[src/rtl/uart_rx.sv]
// rtl/uart_rx.sv - 8N1 UART receiver with 16x oversampling and byte storage
//
// Purpose:
//   Receives 8N1 serial frames on rxd. Each bit is decided by a 3-sample
//   majority taken around mid-bit. Good bytes are stored for the host to read.
//
// Ports:
//   clk24     - system clock, all logic on its rising edge
//   mreset    - synchronous active-high reset
//   rxd       - asynchronous serial input, idle high
//   rd        - one-clock pop strobe for the head byte (ignored while rdy=0)
//   data      - registered head byte, meaningful while rdy=1
//   rdy       - at least one received byte is available
//   frame_err - one-clock pulse when a stop bit is sampled low
//   overrun   - sticky, set when a byte is dropped because storage is full
//   busy      - receiver FSM is outside IDLE
//
// Build option:
//   UART_RX_FIFO_EN - when defined, storage is a 4-entry FIFO; otherwise
//                     it is a single holding register.

module uart_rx #(
  parameter int CLK_HZ = 24000000,
  parameter int BAUD   = 115200
) (
  input  logic       clk24,
  input  logic       mreset,
  input  logic       rxd,
  input  logic       rd,
  output logic [7:0] data,
  output logic       rdy,
  output logic       frame_err,
  output logic       overrun,
  output logic       busy
);

  // Rounded clocks-per-oversample-tick.
  localparam int DIV   = (CLK_HZ + 8 * BAUD) / (16 * BAUD);
  localparam int DIV_W = (DIV > 1) ? $clog2(DIV) : 1;
  localparam logic [DIV_W-1:0] DIV_LAST = DIV_W'(DIV - 1);

  typedef enum logic [2:0] {
    IDLE   = 3'd0,
    START  = 3'd1,
    DATA   = 3'd2,
    STOP   = 3'd3,
    WAITHI = 3'd4
  } state_t;

  state_t state, state_next;

  logic             rx_meta;
  logic             rx_sync;
  logic [DIV_W-1:0] div_cnt;
  logic             tick;
  logic [3:0]       tick_cnt;
  logic [1:0]       samp;
  logic [2:0]       bit_cnt;
  logic [7:0]       shift;
  logic             maj;
  logic             mid_eval;
  logic             bit_take;
  logic             push;
  logic             frame_pulse;
  logic             pop;
  logic             full;
  logic             accept;

  // Two-flop synchronizer; both flops reset to the idle line level.
  always_ff @(posedge clk24) begin
    if (mreset) begin
      rx_meta <= 1'b1;
      rx_sync <= 1'b1;
    end else begin
      rx_meta <= rxd;
      rx_sync <= rx_meta;
    end
  end

  // Oversample tick generator. Held at zero in IDLE so that counting
  // restarts exactly on the IDLE->START transition.
  always_ff @(posedge clk24) begin
    if (mreset) begin
      div_cnt <= '0;
    end else if (state == IDLE) begin
      div_cnt <= '0;
    end else if (div_cnt == DIV_LAST) begin
      div_cnt <= '0;
    end else begin
      div_cnt <= div_cnt + DIV_W'(1);
    end
  end

  assign tick = (state != IDLE) && (div_cnt == DIV_LAST);

  // Tick position inside the current 16-tick bit window. tick_cnt holds the
  // number of ticks already seen, so the tick occurring while tick_cnt==N is
  // tick N+1 of the window. It wraps naturally from one window to the next.
  always_ff @(posedge clk24) begin
    if (mreset) begin
      tick_cnt <= 4'd0;
    end else if (state == IDLE) begin
      tick_cnt <= 4'd0;
    end else if (tick) begin
      tick_cnt <= tick_cnt + 4'd1;
    end
  end

  // Capture ticks 7 and 8; tick 9 is taken live from rx_sync at evaluation.
  always_ff @(posedge clk24) begin
    if (mreset) begin
      samp <= 2'b00;
    end else if (tick && (tick_cnt == 4'd6)) begin
      samp[0] <= rx_sync;
    end else if (tick && (tick_cnt == 4'd7)) begin
      samp[1] <= rx_sync;
    end
  end

  assign mid_eval = tick && (tick_cnt == 4'd8);
  assign maj      = (samp[0] & samp[1]) | (samp[0] & rx_sync) | (samp[1] & rx_sync);

  // Bit counter and LSB-first shift register.
  always_ff @(posedge clk24) begin
    if (mreset) begin
      bit_cnt <= 3'd0;
      shift   <= 8'h00;
    end else begin
      if (state == IDLE) begin
        bit_cnt <= 3'd0;
      end else if (bit_take) begin
        bit_cnt <= bit_cnt + 3'd1;
      end
      if (bit_take) begin
        shift <= {maj, shift[7:1]};
      end
    end
  end

  // FSM state register.
  always_ff @(posedge clk24) begin
    if (mreset) begin
      state <= IDLE;
    end else begin
      state <= state_next;
    end
  end

  // FSM next-state and strobes.
  always_comb begin
    state_next  = state;
    bit_take    = 1'b0;
    push        = 1'b0;
    frame_pulse = 1'b0;
    case (state)
      IDLE: begin
        if (!rx_sync) begin
          state_next = START;
        end
      end
      START: begin
        if (mid_eval) begin
          state_next = maj ? IDLE : DATA;
        end
      end
      DATA: begin
        if (mid_eval) begin
          bit_take = 1'b1;
          // Last bit when the counter is about to wrap 7->0.
          if (bit_cnt == 3'd7) begin
            state_next = STOP;
          end
        end
      end
      STOP: begin
        if (mid_eval) begin
          if (maj) begin
            push       = 1'b1;
            state_next = IDLE;
          end else begin
            frame_pulse = 1'b1;
            state_next  = WAITHI;
          end
        end
      end
      WAITHI: begin
        // A held-low break stays here, so it reports only one frame error.
        if (rx_sync) begin
          state_next = IDLE;
        end
      end
      default: begin
        state_next = IDLE;
      end
    endcase
  end

  always_ff @(posedge clk24) begin
    if (mreset) begin
      frame_err <= 1'b0;
    end else begin
      frame_err <= frame_pulse;
    end
  end

  assign busy = (state != IDLE);

  // Storage handshake shared by both builds. A pop in the same clock frees a
  // slot, so a push into full storage is still accepted.
  assign pop    = rd && rdy;
  assign accept = push && (!full || pop);

  always_ff @(posedge clk24) begin
    if (mreset) begin
      overrun <= 1'b0;
    end else if (push && full && !pop) begin
      overrun <= 1'b1;
    end
  end

`ifdef UART_RX_FIFO_EN

  logic [7:0] mem [4];
  logic [1:0] wr_ptr;
  logic [1:0] rd_ptr;
  logic [1:0] rd_ptr_inc;
  logic [2:0] count;
  logic [7:0] head_next;

  assign full       = (count == 3'd4);
  assign rdy        = (count != 3'd0);
  assign rd_ptr_inc = rd_ptr + 2'd1;

  // When full, wr_ptr equals rd_ptr; a simultaneous pop+push overwrites the
  // slot that is being popped, which is safe.
  always_ff @(posedge clk24) begin
    if (accept) begin
      mem[wr_ptr] <= shift;
    end
  end

  always_ff @(posedge clk24) begin
    if (mreset) begin
      wr_ptr <= 2'd0;
      rd_ptr <= 2'd0;
      count  <= 3'd0;
    end else begin
      if (accept) begin
        wr_ptr <= wr_ptr + 2'd1;
      end
      if (pop) begin
        rd_ptr <= rd_ptr_inc;
      end
      case ({accept, pop})
        2'b10:   count <= count + 3'd1;
        2'b01:   count <= count - 3'd1;
        default: count <= count;
      endcase
    end
  end

  // Registered head: after a pop it is the next stored entry (or the byte
  // arriving this clock if nothing else remains); a push into empty storage
  // makes the new byte the head.
  always_comb begin
    head_next = data;
    if (pop) begin
      if (count >= 3'd2) begin
        head_next = mem[rd_ptr_inc];
      end else if (accept) begin
        head_next = shift;
      end
    end else if (accept && (count == 3'd0)) begin
      head_next = shift;
    end
  end

  always_ff @(posedge clk24) begin
    if (mreset) begin
      data <= 8'h00;
    end else begin
      data <= head_next;
    end
  end

`else

  logic hold_valid;

  assign full = hold_valid;
  assign rdy  = hold_valid;

  // Single holding register; data doubles as the storage element.
  always_ff @(posedge clk24) begin
    if (mreset) begin
      hold_valid <= 1'b0;
      data       <= 8'h00;
    end else if (accept) begin
      hold_valid <= 1'b1;
      data       <= shift;
    end else if (pop) begin
      hold_valid <= 1'b0;
    end
  end

`endif

endmodule
[config.mk]
export PLATFORM = sky130hd
export DESIGN_NAME = uart_rx
export DESIGN_NICKNAME = d
export VERILOG_FILES = /design/src/rtl/uart_rx.sv
export SDC_FILE = /design/constraint.sdc
export NUM_CORES = 1
export LEC_CHECK = 0
export ABC_AREA = 0
export CAP_MARGIN = 0
export CORE_ASPECT_RATIO = 0.75
export CORE_MARGIN = 2
export CORE_UTILIZATION = 50
export CTS_CLUSTER_DIAMETER = 200
export DETAILED_ROUTE_END_ITERATION = 12
export MAX_ROUTING_LAYER = met4
export PLACE_DENSITY = 0.72
export SYNTH_ARGS = -nofsm -noshare
export SYNTH_HDL_FRONTEND = slang
export SYNTH_SLANG_ARGS = --single-unit
[constraint.sdc]
create_clock -name clk24 -period 1.5 [get_ports clk24]
set_input_delay 0.45 -clock clk24 [delete_from_list [all_inputs] [get_ports clk24]]
set_output_delay 0.45 -clock clk24 [all_outputs]
set_load 0.05 [all_outputs]
==> impl_metrics.env <==
export IMPL_yosys_warnings=0
export IMPL_arrival_ns=1.81
export IMPL_average_cell_area_after_synthesis_um2=9.94
export IMPL_worst_slew_margin_rel_pct=79.8
export IMPL_setup_worst_path_start_class="flip-flop"
export IMPL_maxUsedRoutingLayer="met4"
export IMPL_timing_max_transition_violations_final=0
export IMPL_min_period_ns=1.58
export IMPL_post_route_cells_drive_above_1_share_pct=36.6
export IMPL_setup_violations_final=13
export IMPL_maxCapViolations=0
export IMPL_firstDrtPassIters=4
export IMPL_yosys_cell_types_count=32
export IMPL_hold_worst_slack_ns=0.421
export IMPL_worst_setup_path_end_kind="flip-flop"
export IMPL_clk_path_buf_depth=2
export IMPL_cts_sinks=37
export IMPL_detailedRoute_firstIterationViolations=39
export IMPL_cts_buffers_inserted=5
export IMPL_synth_cell_area_mm2=0.00160
export IMPL_wl_per_cell_um=14.9
export IMPL_count_of_boundary_i_o_pins=16
export IMPL_mappedNetlistNets=172
export IMPL_fp_row_count=17
export IMPL_synth_cells=161
export IMPL_finalCoreUtilization_pct=76.7
export IMPL_gp_routability_congestion=0.802
export IMPL_area_growth_pct=43.8
export IMPL_ctsHoldBuffers=0
export IMPL_cts_tree="done"
export IMPL_start_util_pct=53.4
export IMPL_drt_antenna_violating_nets=0
export IMPL_die_height_um=53.0
export IMPL_power_leakage_uw=0.000930
export IMPL_synth_sequential_area_ratio_pct=46.3
export IMPL_grt_antenna_before_repair=0
export IMPL_tightestPinTransition_ns=0.300
export IMPL_fmax_mhz=633
export IMPL_pwr_density_cell_mw_per_mm2=854
export IMPL_insertion_delay_ns=0.30
export IMPL_num_antenna_cells=0
export IMPL_met2WireLength_mm=1.77
export IMPL_finalHoldViolCount=0
export IMPL_via_count=1288
export IMPL_h_tree_depth=2
export IMPL_worstSetupPathType="reg -> reg"
export IMPL_numPortBuffers=15
export IMPL_wire_length_of_the_first_global_routing_pass_mm=5.96
export IMPL_detailroute_wirelength_met3_um=216
export IMPL_die_area_mm2=0.00367
export IMPL_chipWidth_um=69.3
export IMPL_synth_ff_latch_count=37
export IMPL_path_clk_slew_ns=0.07
export IMPL_layout_worst_path_cycle_share_pct=105
export IMPL_grt_overflow_total=0
export IMPL_finish_net_count=215
export IMPL_wl_met1_mm=1.51
export IMPL_skew_ns=0.00541
export IMPL_drt_total_wl_mm=3.62
export IMPL_fin_setup_tns_ns=-0.526
export IMPL_layout_cells_most_common_list="sky130_fd_sc_hd__dfxtp_1, sky130_fd_sc_hd__nor2_1, sky130_fd_sc_hd__buf_4"
export IMPL_track_usage_pct=22.3
export IMPL_layout_cells_most_common="sky130_fd_sc_hd__dfxtp_1"
export IMPL_hold_class="reg -> reg"
export IMPL_violations="negative setup slack"
export IMPL_grt_start_max_net_pins=18
export IMPL_ctsRootBufferMaster="sky130_fd_sc_hd__clkbuf_8"
export IMPL_worst_slack_ns=-0.0794
export IMPL_detailedPlacementHpwl_mm=2.33
export IMPL_core_area_mm2=0.00300
export IMPL_grt_pass1_vias=1238
export IMPL_ir_drop_uv=691
export IMPL_worstPathRequired_ns=1.73
export IMPL_run_status="complete, but fails checks"
export IMPL_rsz0062_at_grt="yes"
export IMPL_worstPathMaxFanout=8
export IMPL_routed_via_density=5.30
export IMPL_drc=0
## report_power, final
group	switching, µW	internal, µW	total [µW]
registers	4.49	987	992
logic	36.3	36.8	73.1
clock network	361	540	901
total	402	1560	1970
## logic make-up after synthesis
logic type / after synthesis / synth area share (%)
AOI/OAI and AO/OA: 4 / 1.56
xor gates and xnor gates: 6 / 3.28
adders and majority gates: 8 / 6.10
buffers and inverters: 13 / 3.83
DFF: 37 / 46.3
muxes: 22 / 13.8
and+or+nand+nor: 71 / 25.2
## repair_timing
| action | CTS | global route |
|---|---|---|
| setup endpoints to repair | 23 | 22 |
| gates resized for setup | 19 | 8 |
| setup buffers | 2 | 4 |
| pin swaps | 5 | 7 |
| gates cloned | 0 | 0 |
## sequential cells by signal, summed over array words and instances, names as in the netlist
signal / count
bit_cnt: 3
data: 8
div_cnt: 4
frame_err: 1
overrun: 1
rdy: 1
rx_meta: 1
rx_sync: 1
samp: 2
shift: 8
state: 3
tick_cnt: 4
## final timing paths
kind / startpoint / endpoint / slack [ns] / cells past startpoint
max reg2reg: div_cnt[1]$_SDFF_PP0_ / data[3]$_SDFFE_PP0P_ / -0.08 / 7
min: rx_meta$_SDFF_PP1_ / rx_sync$_SDFF_PP1_ / 0.42 / 1
min reg2reg: rx_meta$_SDFF_PP1_ / rx_sync$_SDFF_PP1_ / 0.42 / 1
max: div_cnt[1]$_SDFF_PP0_ / data[3]$_SDFFE_PP0P_ / -0.08 / 7
## stage by stage
step | worst slack [ns] | total power (µW) | std cells | area [µm²]
after floorplan | 0.0251 | 1050 | 161 | 1600
after global placement | -0.239 | 1070 | 229 | 2040
after detailed placement | -0.305 | 1080 | 229 | 2040
after CTS | -0.0515 | 1980 | 239 | 2240
after global routing | -0.161 | 2030 | 243 | 2300
final | -0.0794 | 1970 | 243 | 2300
## per-layer routing
metal | global-route usage (%) | vias up
met3 | 6.48 | 14
met1 | 24.9 | 606
met5 | - | -
li1 | - | 628
met4 | 11.4 | 0
met2 | 37.3 | 40
## synth_stat cells (all sizes together)
| cell type | number | area (µm²) |
|---|---|---|
| a21oi | 2 | 10.0 |
| nor3b | 1 | 12.5 |
| xnor2 | 3 | 26.3 |
| clkbuf | 4 | 15.0 |
| and2b | 1 | 8.76 |
| nand3 | 3 | 20.0 |
| nor3 | 3 | 15.0 |
| ha | 7 | 87.6 |
| maj3 | 1 | 10.0 |
| and4b | 2 | 20.0 |
| a31oi | 1 | 6.26 |
| nand2 | 1 | 3.75 |
| nand4 | 2 | 12.5 |
| nand4b | 1 | 8.76 |
| nand2b | 18 | 113 |
| xor2 | 3 | 26.3 |
| nand3b | 2 | 15.0 |
| inv | 6 | 22.5 |
| and3 | 1 | 6.26 |
| nor4b | 1 | 8.76 |
| or4b | 1 | 10.0 |
| nor2 | 28 | 105 |
| buf | 3 | 23.8 |
| a311oi | 1 | 8.76 |
| mux2i | 22 | 220 |
| or2 | 3 | 18.8 |
| dfxtp | 37 | 741 |
| nor4 | 3 | 25.0 |
## worst max-delay path, cell delays in order, from the launching register on
cell	delay, ns
sky130_fd_sc_hd__dfxtp_2	0.32
sky130_fd_sc_hd__inv_2	0.06
sky130_fd_sc_hd__ha_4	0.15
sky130_fd_sc_hd__and4b_1	0.27
sky130_fd_sc_hd__nand3_2	0.10
sky130_fd_sc_hd__nor3b_2	0.22
sky130_fd_sc_hd__buf_6	0.18
sky130_fd_sc_hd__mux2i_1	0.21
## final cells by class
| class | instances | area, µm² |
|---|---|---|
| clock buffers | 6 | 82.6 |
| clock inverters | 2 | 37.5 |
| fillers | 185 | 698 |
| inverters | 6 | 25.0 |
| multi-input cells | 111 | 868 |
| flip-flops and latches | 37 | 748 |
| well taps | 38 | 47.5 |
| repair buffers | 43 | 492 |
Power figures use the tool's default switching activity.
